<file path="src/rtl/rv_ctrl_pkg.sv">
// Shared types, opcode map and encodings for the multi-cycle RV32I control unit.
// Also holds the opcode-to-class decoder and the per-class ALU operand selects.
package rv_ctrl_pkg;

   typedef enum logic [2:0] {
      FETCH  = 3'd0,
      DECODE = 3'd1,
      EXEC   = 3'd2,
      MEM    = 3'd3,
      WB     = 3'd4,
      TRAP   = 3'd5
   } state_e;

   typedef enum logic [3:0] {
      CLS_OP     = 4'd0,
      CLS_OPIMM  = 4'd1,
      CLS_LOAD   = 4'd2,
      CLS_STORE  = 4'd3,
      CLS_BRANCH = 4'd4,
      CLS_LUI    = 4'd5,
      CLS_AUIPC  = 4'd6,
      CLS_JAL    = 4'd7,
      CLS_JALR   = 4'd8
   } class_e;

   localparam logic [6:0] OPC_OP     = 7'b0110011;
   localparam logic [6:0] OPC_OPIMM  = 7'b0010011;
   localparam logic [6:0] OPC_LOAD   = 7'b0000011;
   localparam logic [6:0] OPC_STORE  = 7'b0100011;
   localparam logic [6:0] OPC_BRANCH = 7'b1100011;
   localparam logic [6:0] OPC_LUI    = 7'b0110111;
   localparam logic [6:0] OPC_AUIPC  = 7'b0010111;
   localparam logic [6:0] OPC_JAL    = 7'b1101111;
   localparam logic [6:0] OPC_JALR   = 7'b1100111;

   localparam logic [1:0] WB_ALU  = 2'd0;
   localparam logic [1:0] WB_LOAD = 2'd1;
   localparam logic [1:0] WB_PC4  = 2'd2;
   localparam logic [1:0] WB_IMM  = 2'd3;

   localparam logic [1:0] CAUSE_NONE    = 2'd0;
   localparam logic [1:0] CAUSE_ILLEGAL = 2'd1;
   localparam logic [1:0] CAUSE_IMEM_TO = 2'd2;
   localparam logic [1:0] CAUSE_DMEM_TO = 2'd3;

   typedef struct packed {
      logic   legal;
      class_e cls;
   } decode_t;

   function automatic decode_t decode_opcode(input logic [6:0] opc);
      decode_t d;
      d.legal = 1'b1;
      d.cls   = CLS_OP;
      case (opc)
         OPC_OP:     d.cls = CLS_OP;
         OPC_OPIMM:  d.cls = CLS_OPIMM;
         OPC_LOAD:   d.cls = CLS_LOAD;
         OPC_STORE:  d.cls = CLS_STORE;
         OPC_BRANCH: d.cls = CLS_BRANCH;
         OPC_LUI:    d.cls = CLS_LUI;
         OPC_AUIPC:  d.cls = CLS_AUIPC;
         OPC_JAL:    d.cls = CLS_JAL;
         OPC_JALR:   d.cls = CLS_JALR;
         default:    d.legal = 1'b0;
      endcase
      return d;
   endfunction

   // Returns {alu_a_sel, alu_b_sel}; LUI writes back the immediate, so its ALU result is unused.
   function automatic logic [1:0] alu_selects(input class_e cls);
      logic [1:0] s;
      case (cls)
         CLS_OP:                         s = 2'b00;
         CLS_AUIPC, CLS_JAL, CLS_BRANCH: s = 2'b11;
         default:                        s = 2'b01;
      endcase
      return s;
   endfunction

endpackage

</file>
<file path="src/rtl/rv_ctrl_mem_watchdog.sv">
// Saturating wait counter shared by the instruction-fetch and data-access handshakes.
// expired is high while the counter sits at TIMEOUT_CYCLES; clear has priority over enable.
module rv_mem_watchdog
#(
   parameter int TIMEOUT_CYCLES = 255,
   parameter int TO_W           = 8
)
(
   input  logic clk,
   input  logic rst_n,
   input  logic clr,
   input  logic en,
   output logic expired
);

   localparam logic [TO_W-1:0] LIMIT = TO_W'(TIMEOUT_CYCLES);

   logic [TO_W-1:0] cnt_q;
   logic [TO_W-1:0] cnt_d;

   always_comb begin
      cnt_d = cnt_q;
      if (clr) begin
         cnt_d = '0;
      end else if (en && (cnt_q != LIMIT)) begin
         cnt_d = cnt_q + TO_W'(1);
      end
   end

   always_ff @(posedge clk) begin
      if (!rst_n) begin
         cnt_q <= '0;
      end else begin
         cnt_q <= cnt_d;
      end
   end

   assign expired = (cnt_q == LIMIT);

endmodule

</file>
<file path="src/rtl/rv_multicycle_ctrl.sv">
// Main control FSM of the multi-cycle RV32I core: FETCH/DECODE/EXEC/MEM/WB with a TRAP sink.
// State, instruction class and trap cause are registered; datapath controls decode from them.
module rv_multicycle_ctrl
   import rv_ctrl_pkg::*;
#(
   parameter int TIMEOUT_CYCLES = 255,
   parameter int TO_W           = 8
)
(
   input  logic       clk,
   input  logic       rst_n,
   input  logic [6:0] opcode,
   input  logic       br_taken,
   input  logic       imem_ready,
   input  logic       dmem_ready,
   output logic       imem_req,
   output logic       ir_en,
   output logic       dmem_req,
   output logic       dmem_we,
   output logic       rf_we,
   output logic       pc_en,
   output logic       pc_sel,
   output logic       alu_a_sel,
   output logic       alu_b_sel,
   output logic [1:0] wb_sel,
   output logic       retire,
   output logic       trap,
   output logic [1:0] trap_cause
);

   state_e     state_q, state_d;
   class_e     cls_q, cls_d;
   logic [1:0] cause_q, cause_d;

   logic    wd_clr;
   logic    wd_en;
   logic    wd_expired;
   decode_t dec;

   assign dec = decode_opcode(opcode);

   rv_mem_watchdog #(
      .TIMEOUT_CYCLES (TIMEOUT_CYCLES),
      .TO_W           (TO_W)
   ) u_watchdog (
      .clk     (clk),
      .rst_n   (rst_n),
      .clr     (wd_clr),
      .en      (wd_en),
      .expired (wd_expired)
   );

   // Ready is tested before expiry so a late ready on the last allowed cycle still completes.
   always_comb begin
      state_d = state_q;
      cls_d   = cls_q;
      cause_d = cause_q;
      wd_en   = 1'b0;
      case (state_q)
         FETCH: begin
            if (imem_ready) begin
               state_d = DECODE;
            end else if (wd_expired) begin
               state_d = TRAP;
               cause_d = CAUSE_IMEM_TO;
            end else begin
               wd_en = 1'b1;
            end
         end
         DECODE: begin
            cls_d = dec.cls;
            if (dec.legal) begin
               state_d = EXEC;
            end else begin
               state_d = TRAP;
               cause_d = CAUSE_ILLEGAL;
            end
         end
         EXEC: begin
            case (cls_q)
               CLS_BRANCH:           state_d = FETCH;
               CLS_LOAD, CLS_STORE:  state_d = MEM;
               default:              state_d = WB;
            endcase
         end
         MEM: begin
            if (dmem_ready) begin
               state_d = (cls_q == CLS_STORE) ? FETCH : WB;
            end else if (wd_expired) begin
               state_d = TRAP;
               cause_d = CAUSE_DMEM_TO;
            end else begin
               wd_en = 1'b1;
            end
         end
         WB:      state_d = FETCH;
         TRAP:    state_d = TRAP;
         default: state_d = FETCH;
      endcase
   end

   assign wd_clr = (state_d != state_q);

   always_ff @(posedge clk) begin
      if (!rst_n) begin
         state_q <= FETCH;
         cls_q   <= CLS_OP;
         cause_q <= CAUSE_NONE;
      end else begin
         state_q <= state_d;
         cls_q   <= cls_d;
         cause_q <= cause_d;
      end
   end

   logic [1:0] sel;
   assign sel = alu_selects(cls_q);

   // Operand selects stay at their EXEC values through MEM and WB to keep address/target stable.
   always_comb begin
      imem_req  = 1'b0;
      ir_en     = 1'b0;
      dmem_req  = 1'b0;
      dmem_we   = 1'b0;
      rf_we     = 1'b0;
      pc_en     = 1'b0;
      pc_sel    = 1'b0;
      alu_a_sel = 1'b0;
      alu_b_sel = 1'b0;
      wb_sel    = WB_ALU;
      retire    = 1'b0;
      case (state_q)
         FETCH: begin
            imem_req = 1'b1;
            ir_en    = imem_ready;
         end
         EXEC: begin
            alu_a_sel = sel[1];
            alu_b_sel = sel[0];
            if (cls_q == CLS_BRANCH) begin
               pc_en  = 1'b1;
               pc_sel = br_taken;
               retire = 1'b1;
            end
         end
         MEM: begin
            alu_a_sel = sel[1];
            alu_b_sel = sel[0];
            dmem_req  = 1'b1;
            dmem_we   = (cls_q == CLS_STORE);
            if (dmem_ready && (cls_q == CLS_STORE)) begin
               pc_en  = 1'b1;
               retire = 1'b1;
            end
         end
         WB: begin
            alu_a_sel = sel[1];
            alu_b_sel = sel[0];
            rf_we     = 1'b1;
            pc_en     = 1'b1;
            retire    = 1'b1;
            case (cls_q)
               CLS_LOAD:          wb_sel = WB_LOAD;
               CLS_JAL, CLS_JALR: wb_sel = WB_PC4;
               CLS_LUI:           wb_sel = WB_IMM;
               default:           wb_sel = WB_ALU;
            endcase
            pc_sel = (cls_q == CLS_JAL) || (cls_q == CLS_JALR);
         end
         default: ;
      endcase
   end

   assign trap       = (state_q == TRAP);
   assign trap_cause = cause_q;

endmodule

</file>
<file path="config.mk">
export PLATFORM = sky130hd
export DESIGN_NAME = rv_multicycle_ctrl
export DESIGN_NICKNAME = d
export VERILOG_FILES = /design/src/rtl/rv_ctrl_pkg.sv /design/src/rtl/rv_ctrl_mem_watchdog.sv /design/src/rtl/rv_multicycle_ctrl.sv
export SDC_FILE = /design/constraint.sdc
export NUM_CORES = 1
export LEC_CHECK = 0
export ABC_AREA = 1
export CAP_MARGIN = 30
export CELL_PAD_IN_SITES_DETAIL_PLACEMENT = 0
export CELL_PAD_IN_SITES_GLOBAL_PLACEMENT = 1
export CORE_ASPECT_RATIO = 2
export CORE_MARGIN = 1
export CORE_UTILIZATION = 36
export CTS_BUF_LIST = sky130_fd_sc_hd__clkbuf_4
export CTS_CLUSTER_SIZE = 40
export DETAILED_ROUTE_END_ITERATION = 7
export PLACE_DENSITY_LB_ADDON = 0.1
export RECOVER_POWER = 100
export SETUP_SLACK_MARGIN = 0.5
export SLEW_MARGIN = 20
export SYNTH_ARGS = -nofsm -noshare
export SYNTH_HDL_FRONTEND = slang
export SYNTH_SLANG_ARGS = --single-unit
</file>
<file path="constraint.sdc">
create_clock -name clk -period 2 [get_ports clk]
set_input_delay 0.5 -clock clk [delete_from_list [all_inputs] [get_ports clk]]
set_output_delay 0.5 -clock clk [all_outputs]
set_load 0.05 [all_outputs]
</file>
==> impl_metrics.env <==
export IMPL_status="complete, but fails checks"
export IMPL_violations="negative setup slack"
export IMPL_worstMarginPinSlew_ns=0.637
export IMPL_synthTopCellsByArea="dfxtp_1 27%, nand2_1 15%, inv_1 11%"
export IMPL_rsz0062_at_grt="yes"
export IMPL_netlist_area_um2=1270
export IMPL_port_buffers=26
export IMPL_cts_max_level=1
export IMPL_postLayoutCoreUtil=0.718
export IMPL_fmax_mhz=499
export IMPL_pwr_share_comb=0.730
export IMPL_synth_warnings=0
export IMPL_num_io_pins=27
export IMPL_wirelength_mm=4.51
export IMPL_min_path_type="reg2reg"
export IMPL_grt_pass1_wl_mm=6.80
export IMPL_design_die_area_um2=3790
export IMPL_slew_viol_final=0
export IMPL_antenna_found_initial=0
export IMPL_worst_endpoint_required_ns=1.50
export IMPL_area_delta_synth_final_pct=90.4
export IMPL_root_buffer="clkbuf_4"
export IMPL_drt_iter0_markers=33
export IMPL_finalHoldViolCount=0
export IMPL_yosysSeqAreaShare=0.267
export IMPL_coreArea_um2=3380
export IMPL_arrival_ns=1.50
export IMPL_initial_utilization=0.377
export IMPL_switching_share=0.478
export IMPL_n_antenna_cell=0
export IMPL_cts_num_sinks=17
export IMPL_p_leak_nw=1.07
export IMPL_relSlewSlack=0.577
export IMPL_fin_skew_ns=0.00413
export IMPL_netlist_instances=210
export IMPL_track_usage=0.229
export IMPL_synth_top_area_share=0.267
export IMPL_report_power_total_w=0.00257
export IMPL_grt_overflow_total=0
export IMPL_critPathMaxFanout=4
export IMPL_viasPerCell=5.17
export IMPL_stdcell_area_um2=2420
export IMPL_grt_pass1_vias=1676
export IMPL_clockBufferDepth=2
export IMPL_synth_top_cell_by_area="dfxtp_1"
export IMPL_internal_power_w=0.00134
export IMPL_fin_setup_tns_ns=-0.00377
export IMPL_synth_fp_nets=223
export IMPL_powerDensity_nw_per_um2=1060
export IMPL_dp_hpwl_mm=2.98
export IMPL_end_kind="output pin"
export IMPL_placement_rows=30
export IMPL_ys_ff_latch=17
export IMPL_period_needed_ns=2.00
export IMPL_die_w_um=44.1
export IMPL_syn_area_per_cell_um2=6.07
export IMPL_setup_violations_final=1
export IMPL_clk_latency_ns=0.29
export IMPL_cts_tree="done"
export IMPL_grt_max_degree=12
export IMPL_drv_cap=0
export IMPL_switchingPower_w=0.00123
export IMPL_path_class="reg2out"
export IMPL_drc=0
export IMPL_place_area_um2=1870
export IMPL_layout_drive_gt1_share=0.528
export IMPL_vias=1655
export IMPL_synth_cell_types=30
export IMPL_ir_drop_mv=0.657
export IMPL_drtPass1Iterations=4
export IMPL_reg2reg_slack_ns=0.14
export IMPL_die_y_um=86.1
export IMPL_min_period_over_period=1.00
export IMPL_p_clk_frac=0.074
export IMPL_fillers=273
export IMPL_final_cell_mix="40 x nand2_1, 40 x buf_4, 26 x inv_1"
export IMPL_place_congestion=0.748
export IMPL_antenna_left=0
export IMPL_seq_power_share=0.197
export IMPL_setup_ws_ns=-0.00377
export IMPL_wl_per_cell_um=14.1
export IMPL_startpoint_type="flip-flop"
export IMPL_cts_buffers=3
export IMPL_nNetsFinal=302
export IMPL_path_clk_slew_ns=0.11
power groups by stage:
stage               combinational, W  clock [W]  sequential [W]
floorplan                   0.000791          0        0.000477
global placement             0.00120          0        0.000470
detailed placement           0.00121          0        0.000473
CTS                          0.00161   0.000193        0.000497
global route                 0.00198   0.000209        0.000513
finish                       0.00188   0.000190        0.000506
what timing repair did:
action	4_1_cts	5_1_grt
hold buffers	0	0
pin swaps	36	18
resized for setup	87	32
endpoints found under the hold margin	0	0
buffers inserted	28	6
setup endpoints to repair	30	28
cells by family after synthesis:
logic type | synth area share
simple gates | 0.427
buf+inv | 0.133
compound gates | 0.122
flops | 0.267
xor+xnor | 0.0413
fa+ha+maj | 0.00982
Yosys cell counts:
| master | count |
|---|---|
| nor3_1 | 5 |
| nor3_2 | 1 |
| ha_1 | 1 |
| and3_1 | 1 |
| nand3_1 | 17 |
| xnor2_1 | 3 |
| buf_6 | 2 |
| a21o_1 | 1 |
| nand2_2 | 4 |
| nand3b_1 | 1 |
| nand2_4 | 1 |
| o211ai_1 | 2 |
| o31ai_1 | 1 |
| a21oi_4 | 1 |
| a31oi_1 | 1 |
| and2_1 | 1 |
| buf_4 | 1 |
| nor4_1 | 1 |
| xor2_1 | 3 |
| inv_2 | 1 |
| nor2_1 | 29 |
| dfxtp_1 | 17 |
| nor2_2 | 4 |
| inv_1 | 36 |
| a21oi_1 | 11 |
| o21ai_0 | 8 |
| a21boi_0 | 1 |
| nand2_1 | 52 |
| nand4_1 | 2 |
| nor2_8 | 1 |
state kept, by name (all words and copies together), names as in the netlist:
name,flops
cls_q,4
trap_cause,2
state_q,3
u_watchdog.cnt_q,8
per-stage QoR:
stage               cells  setup slack [ns]  hold WS [ns]
global placement      282            -0.182         0.440
detailed placement    282            -0.256         0.446
floorplan             210            -0.502         0.458
finish                320          -0.00377         0.461
CTS                   314           0.00592         0.462
global route          320           -0.0733         0.491
worst max-delay path, cell delays in order, from the launching register on:
cell and delay (ns):
dfxtp_4 0.42, nor2_4 0.05, nand2_4 0.08, clkinvlp_4 0.11, buf_4 0.15, buf_6 0.12
nand2_4 0.07, o21ai_4 0.06, buf_12 0.14
cell type report:
| cell class | count | area, µm² | area share |
|---|---|---|---|
| Multi-Input combinational cell | 153 | 1070 | 0.443 |
| Sequential cell | 17 | 357 | 0.147 |
| Clock inverter | 1 | 7.51 | 0.00310 |
| Clock buffer | 3 | 22.5 | 0.00929 |
| Timing Repair Buffer | 77 | 768 | 0.317 |
| Inverter | 37 | 156 | 0.0645 |
| Tap cell | 32 | 40.0 | 0.0165 |
per-layer routing:
| layer | part of all wire | GRT usage |
|---|---|---|
| met1 | 0.32 | 0.199 |
| met2 | 0.63 | 0.493 |
| met3 | 0.020 | 0.0232 |
| met4 | 0.032 | 0.0579 |
| met5 | 0 | 0 |
worst paths after layout:
path / depth (start not counted) / start / to
worst min register to register: 2 / trap_cause[1] / trap_cause[1]
worst min-delay path: 2 / trap_cause[1] / trap_cause[1]
worst max-delay path: 8 / state_q[0] / pc_sel
worst max register to register: 12 / state_q[1] / u_watchdog.cnt_q[5]
Note: power is estimated with default switching activity, not from simulation.
